<file path="src/rtl/ring_step_sequencer.sv">
// Step scheduler for the 5-position one-hot ring counter: timed runs with a
// lap-count auto-stop, manual single steps, and position/lap tracking.
module ring_step_sequencer #(
  parameter int DIV_W   = 24,
  parameter int LAP_W   = 8,
  parameter int NUM_POS = 5
) (
  input  logic             clk,
  input  logic             rst_n,
  input  logic             start,
  input  logic             stop,
  input  logic             step_req,
  input  logic [DIV_W-1:0] period,
  input  logic [LAP_W-1:0] lap_target,
  output logic             ring_en,
  output logic [2:0]       pos,
  output logic [LAP_W-1:0] lap_cnt,
  output logic             busy,
  output logic             done,
  output logic [1:0]       state
);

  typedef enum logic [1:0] {IDLE = 2'd0, RUN = 2'd1, DONE = 2'd2} state_t;

  localparam logic [DIV_W-1:0] DIV_ONE = DIV_W'(1);
  localparam logic [2:0]       POS_MAX = 3'(NUM_POS - 1);

  state_t           st;
  logic [DIV_W-1:0] divider;
  logic [DIV_W-1:0] period_q;
  logic [LAP_W-1:0] target_q;

  logic             wrap;
  logic [2:0]       pos_nxt;
  logic [LAP_W-1:0] lap_inc;
  logic             tgt_hit;

  always_comb begin
    wrap    = (pos == POS_MAX);
    pos_nxt = wrap ? 3'd0 : pos + 3'd1;
    lap_inc = (&lap_cnt) ? lap_cnt : lap_cnt + LAP_W'(1);
    // compare one bit wider so lap_cnt+1 cannot alias to zero on overflow
    tgt_hit = wrap && (target_q != '0) &&
              ({1'b0, lap_cnt} + (LAP_W+1)'(1) == {1'b0, target_q});
  end

  assign state = st;

  always_ff @(posedge clk) begin
    if (!rst_n) begin
      st       <= IDLE;
      divider  <= '0;
      period_q <= DIV_ONE;
      target_q <= '0;
      ring_en  <= 1'b0;
      pos      <= 3'd0;
      lap_cnt  <= '0;
      busy     <= 1'b0;
      done     <= 1'b0;
    end else begin
      ring_en <= 1'b0;
      done    <= 1'b0;
      case (st)
        IDLE: begin
          if (stop) begin
            st <= IDLE;
          end else if (start) begin
            st       <= RUN;
            busy     <= 1'b1;
            divider  <= '0;
            lap_cnt  <= '0;
            period_q <= (period == '0) ? DIV_ONE : period;
            target_q <= lap_target;
          end else if (step_req) begin
            ring_en <= 1'b1;
            pos     <= pos_nxt;
            if (wrap) lap_cnt <= lap_inc;
          end
        end
        RUN: begin
          if (stop) begin
            st      <= IDLE;
            busy    <= 1'b0;
            divider <= '0;
          end else if (divider == period_q - DIV_ONE) begin
            divider <= '0;
            ring_en <= 1'b1;
            pos     <= pos_nxt;
            if (wrap) lap_cnt <= lap_inc;
            if (tgt_hit) begin
              st   <= DONE;
              busy <= 1'b0;
              done <= 1'b1;
            end
          end else begin
            divider <= divider + DIV_ONE;
          end
        end
        DONE: begin
          st <= IDLE;
        end
        default: begin
          st   <= IDLE;
          busy <= 1'b0;
        end
      endcase
    end
  end

endmodule

</file>
<file path="config.mk">
export PLATFORM = sky130hd
export DESIGN_NAME = ring_step_sequencer
export DESIGN_NICKNAME = d
export VERILOG_FILES = /design/src/rtl/ring_step_sequencer.sv
export SDC_FILE = /design/constraint.sdc
export NUM_CORES = 1
export LEC_CHECK = 0
export CAP_MARGIN = 15
export CORE_UTILIZATION = 60
export DETAILED_ROUTE_END_ITERATION = 8
export PLACE_DENSITY_LB_ADDON = 0.25
export SLEW_MARGIN = 20
export SYNTH_ARGS = -nofsm -noshare
export SYNTH_HDL_FRONTEND = slang
export SYNTH_SLANG_ARGS = --single-unit
</file>
<file path="constraint.sdc">
create_clock -name clk -period 5.6 [get_ports clk]
set_input_delay 0.84 -clock clk [delete_from_list [all_inputs] [get_ports clk]]
set_output_delay 0.84 -clock clk [all_outputs]
set_load 0.02 [all_outputs]
</file>
Word-level counts from Yosys, hierarchy flattened
Cells that the tools add are included.
- order comparisons: 0
- eq/ne operators: 15
- add/subtract/negate cells: 5
- divide/modulo/power cells: 0
- reduce and logical (&&, ||, !) cells: 14
- bitwise gates (word level): 5
- multipliers: 0
- shifts and indexed selects: 0
- mux-type cells: 40
- operators by type and width (cell ; count):
    two-way mux 24 bit ; 5
    two-way mux 8 bit ; 7
    case mux 24 bit (2 select lines) ; 1
    adder 24 x 1 -> 24 bit (second input constant) ; 1
    == test 24 bit ; 1
    logical NOT 24 bit ; 1
    subtractor 24 x 1 -> 24 bit (second input constant) ; 1
    two-way mux 3 bit ; 6
    case mux 8 bit (2 select lines) ; 1
    != test 2 bit (second input constant) ; 6
    != test 3 bit (second input constant) ; 4
    two-way mux 1 bit ; 11
    two-way mux 2 bit ; 5
    AND reduction 5 bit ; 2
    adder 8 x 1 -> 9 bit (second input constant) ; 1
    == test 9 x 8 -> 1 bit ; 1
    AND reduction 3 bit ; 3
    adder 8 x 1 -> 8 bit (second input constant) ; 1
    AND reduction 8 bit ; 1
    nonzero test 8 bit ; 1
    case mux 3 bit (2 select lines) ; 1
    AND reduction 6 bit ; 1
    NOT 1 bit ; 5
    case mux 2 bit (2 select lines) ; 1
    10 further kinds ; 11
- bits in latches: 0
- memories kept: 0
- word-level logic and storage cells: 88
- bits in registers: 72
- output and inout port bits: 16
- RAM bits: 0
- bits of input ports: 37
- ROM bits: 0

Logic depth before layout (Yosys ltp)
- depth in word-level cells: 7
- mapped depth: 11
- mapped depth without buffers: 10

Worst setup path before layout
Ideal clock, no wire load.
- path kind: reg2reg
- from: reg period_q[13]
- to: reg divider[18]
- data arrival time: 2690 ps
- library setup time: 132 ps
- cell stages (with the launch flop): 10
- data required time: 5468 ps
- slack: 2778 ps
- clock period less this slack: 2822 ps
- cell sequence: dfxtp_1 -> or4_4 -> nor4_4 -> a21oi_2 -> or4_4 -> a2111oi_4 -> nand2_2 -> a21oi_2 -> buf_4 -> nor3_1
- cells in the longest elaborated chain, start to end: 5
- ends and longest elaborated chain (what ; line ; source):
    from (decl) ; 30 ; logic [DIV_W-1:0] period_q;
    from (signal assigned) ; 72 ; period_q <= (period == '0) ? DIV_ONE : period;
    subtractor 24 x 1 -> 24 bit ; 85 ; end else if (divider == period_q - DIV_ONE) begin
    == test 24 bit ; 85 ;
    two-way mux 24 bit ; 85 ;
    two-way mux 24 bit ; 81 ; if (stop) begin
    case mux 24 bit (2 select lines) ; 63 ; case (st)
    to (signal assigned) ; 96 ; divider <= divider + DIV_ONE;
    to (decl) ; 29 ; logic [DIV_W-1:0] divider;
No other way between the ends.
A chain may end at the register's enable or synchronous reset.

Worst setup path after layout
- from: reg period_q[0]
- to: reg divider[9]
Same word-level chain as after synthesis.

==> qor.yml <==
run_status:
  run_status: "finished, violations left"
  violations: "design-rule violations"
routing:
  route.vias.total: 3868
  vias_per_cell: 6.082
  drt-total-wl_um: 10050
  route.antenna.remaining_nets: 0
  routed_wire_length_per_instance_um: 15.80
  firstDrtPassIters: 7
  initialDrtViolationCount: 268
  drt_drc_violations_left: 1
final_layout:
  antennaDiodeCount: 0
  multi_input_comb_area_mm2: 0.002475
  final-seq-area_mm2: 0.001441
  fillerInstances: 499
  drive_gt1_share_pct: 6.440
  area_growth_pct: 17.22
  design.final.nets: 597
  final_cells: 636
cts:
  clockRootBuffer: "sky130_fd_sc_hd__clkbuf_8"
  post_cts.repair.setup_buffers: 0
  cts_buffer_depth: 2
  cts.sink_count: 72
  clock_pin_transition_on_the_worst_setup_and_hold_timing_paths_ns: 0.07
  cts_tree: "built"
  worst_skew_pair.late_latency_ns: 0.34
  ctsHtreeMaxLevel: 3
  numCtsBuffers: 9
  holdBufCountCts: 0
  post_cts_resize_count: 0
die:
  floorplan.die.width_um: 84.79
  floorplan.io_pins: 53
  floorplan.initialDensity_pct: 63.32
  floorplan.die_area_mm2: 0.007189
  core.rowCount: 29
  die_y_um: 84.79
  coreArea_mm2: 0.006495
sta:
  hold_viol_final: 0
  max-slew-margin-rel_pct: 34.89
  fin_hold_ws_ns: 0.4773
  timing_max_transition_violations_final: 0
  clock.fmax_ghz: 0.2811
  finalWorstPathRequiredPeriod_ns: 3.557
  final.setup_skew_ns: 0.008657
  setup_slack_ns: 2.043
  report.final.setup_viol: 0
  fin_tns_setup_ns: 0
  fin_crit_sh_pct: 63.52
  worst_slew_pin_tran_ns: 0.9753
  rsz0062_at_grt: "no"
synthesis:
  netlist_instances: 518
  async_flop_share_pct: 0
  count_of_flip_flops_with_a_built_in_enable_after_synthesis: 0
  synth_area_mm2: 0.004113
  post-synth-top-area-cell: "sky130_fd_sc_hd__dfxtp_1"
  synth-seq-area-share_pct: 35.05
  synth_seq_cells: 72
  yosys-top-cells-area: "sky130_fd_sc_hd__dfxtp_1 (35%), sky130_fd_sc_hd__nand2_1 (7.8%), sky130_fd_sc_hd__xnor2_1 (7.7%), sky130_fd_sc_hd__xor2_1 (5.7%), sky130_fd_sc_hd__nor3_1 (4.6%)"
  synth_largest_type_area_fraction_pct: 35.05
  syn_avg_cell_area_um2: 7.940
  synthesis.nets: 560
  prevailing_post_synth_register_cell: "sky130_fd_sc_hd__dfxtp_1"
  synth_warn: 0
  synth.distinct_cells: 66
flow_run:
  cap_viol_max_count: 0
setup_path:
  cp-end-kind: "flip-flop"
  worstSetupStartpointType: "flip-flop"
  critPathArrivalTime_ns: 3.74
  cp_max_fo: 22
  critPathRequiredTime_ns: 5.78
  timing.setup.critical_path_class: "reg -> reg"
power_and_ir_drop:
  comb_power_share_pct: 14.9
  power.clock.fraction_pct: 39.2
  flop_pwr_share_pct: 45.9
  leakagePower_nw: 1.705
  internal_dissipation_mw: 0.8764
  total_power_density_per_cell_area_mw_per_mm2: 245.0
  switchingPower_mw: 0.3046
  vdd.ir_drop.worst_uv: 151.7
  power_switching_share_pct: 25.79
placed_design:
  hpwlAfterDp_um: 7359
  gp_routability_congestion: 0.9672
  port_buffers: 52
  place_worst_setup_slack_ns: 2.080
  placed_cells_incl_taps: 621
global_route:
  gr-usage-all-layers_pct: 29.50
  wire_length_of_the_first_global_routing_pass_um: 16820
  grt.overflow.total: 0
  antenna_found_initial: 0
  largest_net_degree_at_the_start_of_global_routing: 60
  grt_pass1_vias: 3517
worst_hold_path:
  hp-class: "reg -> reg"
## critical path: stages, from the launching register on
cell and delay (ns):
sky130_fd_sc_hd__dfxtp_1 0.36, sky130_fd_sc_hd__inv_1 0.08, sky130_fd_sc_hd__ha_1 0.18, sky130_fd_sc_hd__nor3b_2 0.42, sky130_fd_sc_hd__nand4_1 0.28, sky130_fd_sc_hd__or3_2 0.56, sky130_fd_sc_hd__a2111oi_4 0.48, sky130_fd_sc_hd__nand2_2 0.17
sky130_fd_sc_hd__a21oi_2 0.75, sky130_fd_sc_hd__nor3_1 0.11
## routing by layer
metal	track usage (%)	routed length, um	part of all wire, %	vias up
li1	-	-	-	1911
met3	4.228	553	5.5	13
met4	9.861	110	1.1	0
met1	42.19	4701	47	1828
met2	45.68	4684	47	116
met5	0	0	0	-
## flip-flops by register name (all words and copies together) (netlist names)
name and cells:
period_q 24, target_q 8, lap_cnt 8, ring_en 1, done 1, busy 1, pos 3, divider 24
state 2
## final timing paths
| kind | end | slack, ns | depth (start not counted) | startpoint |
|---|---|---|---|---|
| worst max register to register | divider[9] | 2.04 | 9 | period_q[0] |
| worst min-delay path | target_q[4] | 0.48 | 2 | target_q[4] |
| worst max-delay path | divider[9] | 2.04 | 9 | period_q[0] |
| worst min register to register | target_q[4] | 0.48 | 2 | target_q[4] |
## synthesized netlist by cell type (3+ instances only)
master	count
sky130_fd_sc_hd__dfxtp_1	72
sky130_fd_sc_hd__and3_1	8
sky130_fd_sc_hd__buf_4	4
sky130_fd_sc_hd__ha_1	5
sky130_fd_sc_hd__nand3_1	25
sky130_fd_sc_hd__o21ai_0	7
sky130_fd_sc_hd__nor3b_1	3
sky130_fd_sc_hd__nor2_1	27
sky130_fd_sc_hd__xor2_1	27
sky130_fd_sc_hd__clkbuf_2	3
sky130_fd_sc_hd__a21oi_2	3
sky130_fd_sc_hd__a21oi_1	37
sky130_fd_sc_hd__nor4_1	17
sky130_fd_sc_hd__nor2b_1	3
sky130_fd_sc_hd__or3_1	4
sky130_fd_sc_hd__clkbuf_1	18
sky130_fd_sc_hd__nand2_1	86
sky130_fd_sc_hd__nor3_1	38
sky130_fd_sc_hd__mux2i_1	5
sky130_fd_sc_hd__nand3b_1	4
sky130_fd_sc_hd__inv_1	15
sky130_fd_sc_hd__xnor2_1	36
sky130_fd_sc_hd__a31oi_1	4
sky130_fd_sc_hd__nand4_1	10
sky130_fd_sc_hd__or4_1	3
## kinds of logic after synthesis
kind of cell | after synthesis | share of synthesized area, %
fa+ha+maj | 5 | 1.521
xor+xnor | 63 | 13.42
simple gates | 246 | 30.21
compound gates | 84 | 13.78
flops | 72 | 35.05
buf+inv | 43 | 4.806
mux | 5 | 1.217
## power by group through the flow
stage	sequential, mW	clock (mW)	combinational [mW]
after CTS	0.542	0.463	0.175
after detailed placement	0.554	0	0.174
after floorplan	0.549	0	0.121
final	0.542	0.463	0.176
after global placement	0.553	0	0.171
after global routing	0.544	0.495	0.193
## cells in the final DEF (no fill, tap or decap), types with 3 or more instances in the layout
| cell type | count |
|---|---|
| sky130_fd_sc_hd__nand2_1 | 86 |
| sky130_fd_sc_hd__dfxtp_1 | 72 |
| sky130_fd_sc_hd__clkdlybuf4s50_1 | 52 |
| sky130_fd_sc_hd__nor3_1 | 38 |
| sky130_fd_sc_hd__a21oi_1 | 37 |
| sky130_fd_sc_hd__xnor2_1 | 36 |
| sky130_fd_sc_hd__nor2_1 | 27 |
| sky130_fd_sc_hd__xor2_1 | 27 |
| sky130_fd_sc_hd__nand3_1 | 25 |
| sky130_fd_sc_hd__nor4_1 | 17 |
| sky130_fd_sc_hd__inv_1 | 15 |
| sky130_fd_sc_hd__clkbuf_8 | 11 |
| sky130_fd_sc_hd__nand4_1 | 10 |
| sky130_fd_sc_hd__o21ai_0 | 7 |
| sky130_fd_sc_hd__and3_1 | 7 |
| sky130_fd_sc_hd__mux2i_1 | 5 |
| sky130_fd_sc_hd__ha_1 | 5 |
| sky130_fd_sc_hd__nand3b_1 | 4 |
| sky130_fd_sc_hd__or3_1 | 4 |
| sky130_fd_sc_hd__a31oi_1 | 4 |
| sky130_fd_sc_hd__nor3b_1 | 3 |
| sky130_fd_sc_hd__or4_1 | 3 |
| sky130_fd_sc_hd__a21oi_2 | 3 |
| sky130_fd_sc_hd__nor2b_1 | 3 |
## layout make-up
| type | count | share of cell area [%] |
|---|---|---|
| Clock buffer | 12 | 3.218 |
| Clock inverter | 3 | 1.350 |
| Inverter | 16 | 1.246 |
| Multi-Input combinational cell | 403 | 51.34 |
| Sequential cell | 72 | 29.90 |
| Tap cell | 77 | 1.998 |
| Timing Repair Buffer | 53 | 10.95 |
## per-stage QoR
| stage | area, um^2 | power, mW | utilization, % |
|---|---|---|---|
| 3_3_place_gp | 4599 | 0.7236 | 70.81 |
| 3_5_place_dp | 4599 | 0.7272 | 70.81 |
| 2_1_floorplan | 4113 | 0.6706 | - |
| 5_1_grt | 4821 | 1.232 | 74.22 |
| 4_1_cts | 4820 | 1.180 | 74.21 |
| 6_report | 4821 | 1.181 | 74.22 |
Power figures use the tool's default switching activity.
